==> config.mk <==
export PLATFORM = sky130hd
export DESIGN_NAME = aa_sync
export DESIGN_NICKNAME = d
export VERILOG_FILES = /design/src/rtl/aa_sync.sv
export SDC_FILE = /design/constraint.sdc
export NUM_CORES = 1
export LEC_CHECK = 0
export ABC_AREA = 1
export BUFFER_PORTS_ARGS = -buffer_cell sky130_fd_sc_hd__buf_2
export CAP_MARGIN = 40
export CORE_MARGIN = 2
export CORE_UTILIZATION = 55
export CTS_CLUSTER_DIAMETER = 120
export CTS_CLUSTER_SIZE = 20
export DETAILED_ROUTE_END_ITERATION = 12
export PLACE_DENSITY = 0.74
export SLEW_MARGIN = 20
export SYNTH_ARGS = -nofsm -noshare
export SYNTH_HDL_FRONTEND = slang
export SYNTH_SLANG_ARGS = --single-unit
==> constraint.sdc <==
create_clock -name clk -period 6.6 [get_ports clk]
set_input_delay 0 -clock clk [delete_from_list [all_inputs] [get_ports clk]]
set_output_delay 0 -clock clk [all_outputs]
set_load 0.01 [all_outputs]
==> src/rtl/aa_sync.sv <==
// Access-address correlator and byte framer between fsk_demod and the rx packet engine.
// Finds the AA within MAX_ERR bit errors, then packs header, payload and CRC bytes LSB-first.
module aa_sync #(
    parameter int MAX_ERR   = 1,
    parameter int MAX_LEN   = 37,
    parameter int SEARCH_TO = 1024
) (
    input  logic        clk,
    input  logic        rst,
    input  logic        en,
    input  logic        start,
    input  logic [31:0] aa,
    input  logic        data_in,
    input  logic        data_in_valid,
    output logic        sync_found,
    output logic        locked,
    output logic [7:0]  byte_out,
    output logic        byte_valid,
    output logic        pkt_done,
    output logic        len_err,
    output logic        timeout
);
    typedef enum logic [1:0] {IDLE, SEARCH, HEADER, PAYLOAD} state_t;

    state_t      state, state_d;
    logic [31:0] aa_q, aa_d, sr, sr_d, sr_shift, diff;
    logic [5:0]  fill, fill_d, fill_inc, errs;
    logic [11:0] search_cnt, search_cnt_d, search_inc;
    logic [2:0]  bit_cnt, bit_cnt_d;
    logic [8:0]  byte_cnt, byte_cnt_d;
    logic [7:0]  len_q, len_d, acc, acc_d, acc_shift, byte_out_d;
    logic        match;
    logic        locked_d, sync_d, valid_d, done_d, len_err_d, timeout_d;

    assign sr_shift   = {data_in, sr[31:1]};
    assign acc_shift  = {data_in, acc[7:1]};
    assign fill_inc   = (fill == 6'd32) ? fill : fill + 6'd1;
    assign search_inc = search_cnt + 12'd1;

    // Correlate against the window that includes the bit arriving this cycle.
    always_comb begin
        diff = sr_shift ^ aa_q;
        errs = '0;
        for (int i = 0; i < 32; i++) begin
            errs = errs + {5'd0, diff[i]};
        end
    end

    assign match = (fill_inc == 6'd32) && (errs <= 6'(MAX_ERR));

    always_comb begin
        state_d      = state;
        aa_d         = aa_q;
        sr_d         = sr;
        fill_d       = fill;
        search_cnt_d = search_cnt;
        bit_cnt_d    = bit_cnt;
        byte_cnt_d   = byte_cnt;
        len_d        = len_q;
        acc_d        = acc;
        byte_out_d   = byte_out;
        locked_d     = locked;
        sync_d       = 1'b0;
        valid_d      = 1'b0;
        done_d       = 1'b0;
        len_err_d    = 1'b0;
        timeout_d    = 1'b0;

        if (start) begin
            aa_d         = aa;
            sr_d         = '0;
            fill_d       = '0;
            search_cnt_d = '0;
            bit_cnt_d    = '0;
            byte_cnt_d   = '0;
            locked_d     = 1'b0;
            state_d      = SEARCH;
        end else if (data_in_valid) begin
            case (state)
                SEARCH: begin
                    sr_d         = sr_shift;
                    fill_d       = fill_inc;
                    search_cnt_d = search_inc;
                    if (match) begin
                        sync_d   = 1'b1;
                        locked_d = 1'b1;
                        state_d  = HEADER;
                    end else if (search_inc == 12'(SEARCH_TO)) begin
                        timeout_d = 1'b1;
                        state_d   = IDLE;
                    end
                end
                HEADER, PAYLOAD: begin
                    acc_d     = acc_shift;
                    bit_cnt_d = bit_cnt + 3'd1;
                    // Byte complete: byte_cnt still holds the index of the byte just finished.
                    if (bit_cnt == 3'd7) begin
                        valid_d    = 1'b1;
                        byte_out_d = acc_shift;
                        byte_cnt_d = byte_cnt + 9'd1;
                        if (state == HEADER) begin
                            if (byte_cnt == 9'd1) begin
                                len_d = acc_shift;
                                if (acc_shift > 8'(MAX_LEN)) begin
                                    len_err_d = 1'b1;
                                    locked_d  = 1'b0;
                                    state_d   = IDLE;
                                end else begin
                                    state_d = PAYLOAD;
                                end
                            end
                        end else if (byte_cnt == {1'b0, len_q} + 9'd4) begin
                            done_d   = 1'b1;
                            locked_d = 1'b0;
                            state_d  = IDLE;
                        end
                    end
                end
                default: ;
            endcase
        end
    end

    always_ff @(posedge clk or negedge rst) begin
        if (!rst) begin
            state      <= IDLE;
            aa_q       <= '0;
            sr         <= '0;
            fill       <= '0;
            search_cnt <= '0;
            bit_cnt    <= '0;
            byte_cnt   <= '0;
            len_q      <= '0;
            acc        <= '0;
            byte_out   <= '0;
            locked     <= 1'b0;
            sync_found <= 1'b0;
            byte_valid <= 1'b0;
            pkt_done   <= 1'b0;
            len_err    <= 1'b0;
            timeout    <= 1'b0;
        end else if (en) begin
            state      <= state_d;
            aa_q       <= aa_d;
            sr         <= sr_d;
            fill       <= fill_d;
            search_cnt <= search_cnt_d;
            bit_cnt    <= bit_cnt_d;
            byte_cnt   <= byte_cnt_d;
            len_q      <= len_d;
            acc        <= acc_d;
            byte_out   <= byte_out_d;
            locked     <= locked_d;
            sync_found <= sync_d;
            byte_valid <= valid_d;
            pkt_done   <= done_d;
            len_err    <= len_err_d;
            timeout    <= timeout_d;
        end
    end
endmodule
==> impl_results.md <==
* Overflow after GRT at 0
* Vias per cell at 5.06
* Mean Syn Cell Area at 8.48 um^2
* RR Startpoint: aa_q[17]
* Slew @ Worst Pin at 0.724 ns
* Via Count at 5243
* Startpoint types: flop
* CTS max path bufs at 2
* Die area at 12900 um^2
* Sequential area share after synthesis at 46.9%
* Number of global-route vias before repair at 5366
* Cell Area, Synth at 6620 um^2
* WL final at 14300 um
* Setup Viol. Count Final at 0
* Setup WS pre-CTS at 0.975 ns
* Crit path capture type: flop
* Final ANT Viol Nets at 0
* Synth warn at 0
* Net count after synthesis at 858
* Multi-input logic area at 2970 um^2
* CP Buf/Inv Count at 7
* Core box area at 11900 um^2
* Count leader, synth: nand2_1
* Clock buffer count from CTS at 17
* DRC at 0
* Fill cells at 912
* Slew headroom at 51.7%
* Maxcap violations at 0
* Worst-path clk slew at 0.06 ns
* Top cells by area, synth: dfrtp_1 47%, nand2_1 14%, fa_1 7.3%, inv_1 7.0%, o22ai_1 3.8%
* CTS Sinks at 124
* Clk_lat worst skew at 0.42 ns
* I/O Pins at 52
* Worst path slowest cell: fa_1
* Clk_skew at 0.00549 ns
* Cells after synthesis at 780
* Unrepaired setup endpoints after global routing: no
* Reg area at 3100 um^2
* Clk root buf: clkbuf_16
* GRT Resource Usage Total at 24.0%
* Post-synth top cells: 241 x nand2_1, 124 x dfrtp_1, 123 x inv_1
* Synth Flop Type: dfrtp_1
* Top cell family by delay on the critical path: adder cells
* Layout area overhead at 22.9%
* Iteration count of the initial detailed-routing pass at 5
* PwrDens at 392 nW/um^2
* Status: complete, no violations
* Register bit count reported by yosys at 124
* FF-to-FF setup slack at 0.96 ns
* Slowest Stage Delay on Critical Path at 0.54 ns
* Inserted Diodes at 0
* Total power at 3.19 mW
* Dominant cell type by area after synthesis: dfrtp_1
* GPL Wtd Cong at 0.865
* Crit path DAT at 5.95 ns
* Leak pwr at 4.13 nW
* Fin util at 68.5%
* Final hold vios at 0
* First-pass GRT wire length at 24200 um
* Final Critical Period at 5.64 ns
* Min-delay worst type: in -> async
* Setup WS post-layout at 0.956 ns
* Row count at 40
* Peak supply drop at 295 uV
* H-tree levels at 4
* Reg2reg path depth at 27
* Fraction of registers with async set/reset at 100%
* CTS tree: built
* Initial antenna violation count at 0
* Die Wd at 114 um
* Setup TNS at 0 ns
* WS Path Type: reg -> reg
* Fraction of layout cells with a size suffix above 1 at 11.5%
* Crit path required time at 6.91 ns
* Hold_ws at 0.162 ns
* # nets final at 954
* Crit path max fanout at 4
* Max Clk Rate at 0.177 GHz
* FF-to-FF End: state[0]
* Post-synth EDFFs at 0
* Final Cycle Share at 85.5%
* Die H at 114 um
* Largest net degree at the start of global routing at 70
* Post-DP HPWL at 9490 um
* PortBufs at 51
* Yosys top cell area share at 46.9%
* Drt first-iter violations at 304
* Starting Density at 55.8%
* Library cells used by synthesis at 33
* Max-slew violation count at 0
* Detailed-route wire length per cell at 13.8 um
## per-layer routing
metal	wire length (um)	share of wire (%)	global-route usage [%]	vias to the layer above
li1	-	-	-	2630
met1	6410	45	30.3	2497
met2	7160	50	40.0	95
met3	472	3.3	6.00	21
met4	250	1.7	9.67	0
met5	0	0	0	-
## flip-flops by register name, indices dropped and copies added, names as in the netlist
register / flops
len_q: 8
bit_cnt: 3
len_err: 1
sync_found: 1
aa_q: 32
locked: 1
fill: 6
timeout: 1
pkt_done: 1
acc: 7
byte_out: 8
byte_valid: 1
byte_cnt: 9
sr: 31
search_cnt: 12
state: 2
## placed cells by master, fill, tap and decap left out, drive strengths merged, types with 3 or more instances in the layout
cell           n
dlygate4sd3   37
clkbuf        19
xnor2         13
fa            24
dfrtp        124
o21ai         44
nand2        244
ha            16
nor3           4
buf           58
inv          127
bufinv         6
a21oi          8
xor2          22
nand3         32
clkinv         3
nor2          52
o22ai         40
nand4          5
## cell type report
class | count | area share, %
Sequential cell | 124 | 38.2
Clock inverter | 13 | 2.91
Tap cell | 147 | 2.26
Inverter | 124 | 5.72
Clock buffer | 19 | 5.45
Multi-Input combinational cell | 514 | 36.6
Timing Repair Buffer | 95 | 8.93
## report_power, final
group	switching, mW	leakage (nW)	internal, mW
Clock	0.353	0.329	0.722
Sequential	0.0346	1.64	0.805
Combinational	0.717	2.16	0.557
## how the worst max path moves through the flow
stage               endpoint  depth (start not counted)     start  slack, ns
detailed placement    locked                         25  aa_q[17]       0.97
global placement      locked                         25  aa_q[17]       1.13
floorplan             locked                         25  aa_q[17]       1.27
finish              state[0]                         27  aa_q[17]       0.96
global route        state[0]                         26  aa_q[13]       0.63
CTS                   locked                         25  aa_q[17]       0.98
## logic make-up (layout without fill, tap and decap cells)
family | after synthesis | count (layout) | share of synthesized area [%]
AOI/OAI and AO/OA | 100 | 100 | 8.77
DFF | 124 | 124 | 46.9
buffers and inverters | 142 | 251 | 8.17
adders and majority gates | 40 | 40 | 10.3
xor gates and xnor gates | 35 | 35 | 4.63
and+or+nand+nor | 339 | 339 | 21.2
## through the flow
| step | area (um^2) | instances |
|---|---|---|
| after floorplan | 6620 | 780 |
| after global placement | 7010 | 963 |
| after detailed placement | 7030 | 964 |
| after CTS | 8080 | 1033 |
| after global routing | 8130 | 1036 |
| final | 8130 | 1036 |
## repair_timing
action                    CTS  global route
hold endpoints to repair   98             0
hold buffers               37             0
resized for setup           0             0
setup buffers               0             0
Note: power is estimated with default switching activity, not from simulation.
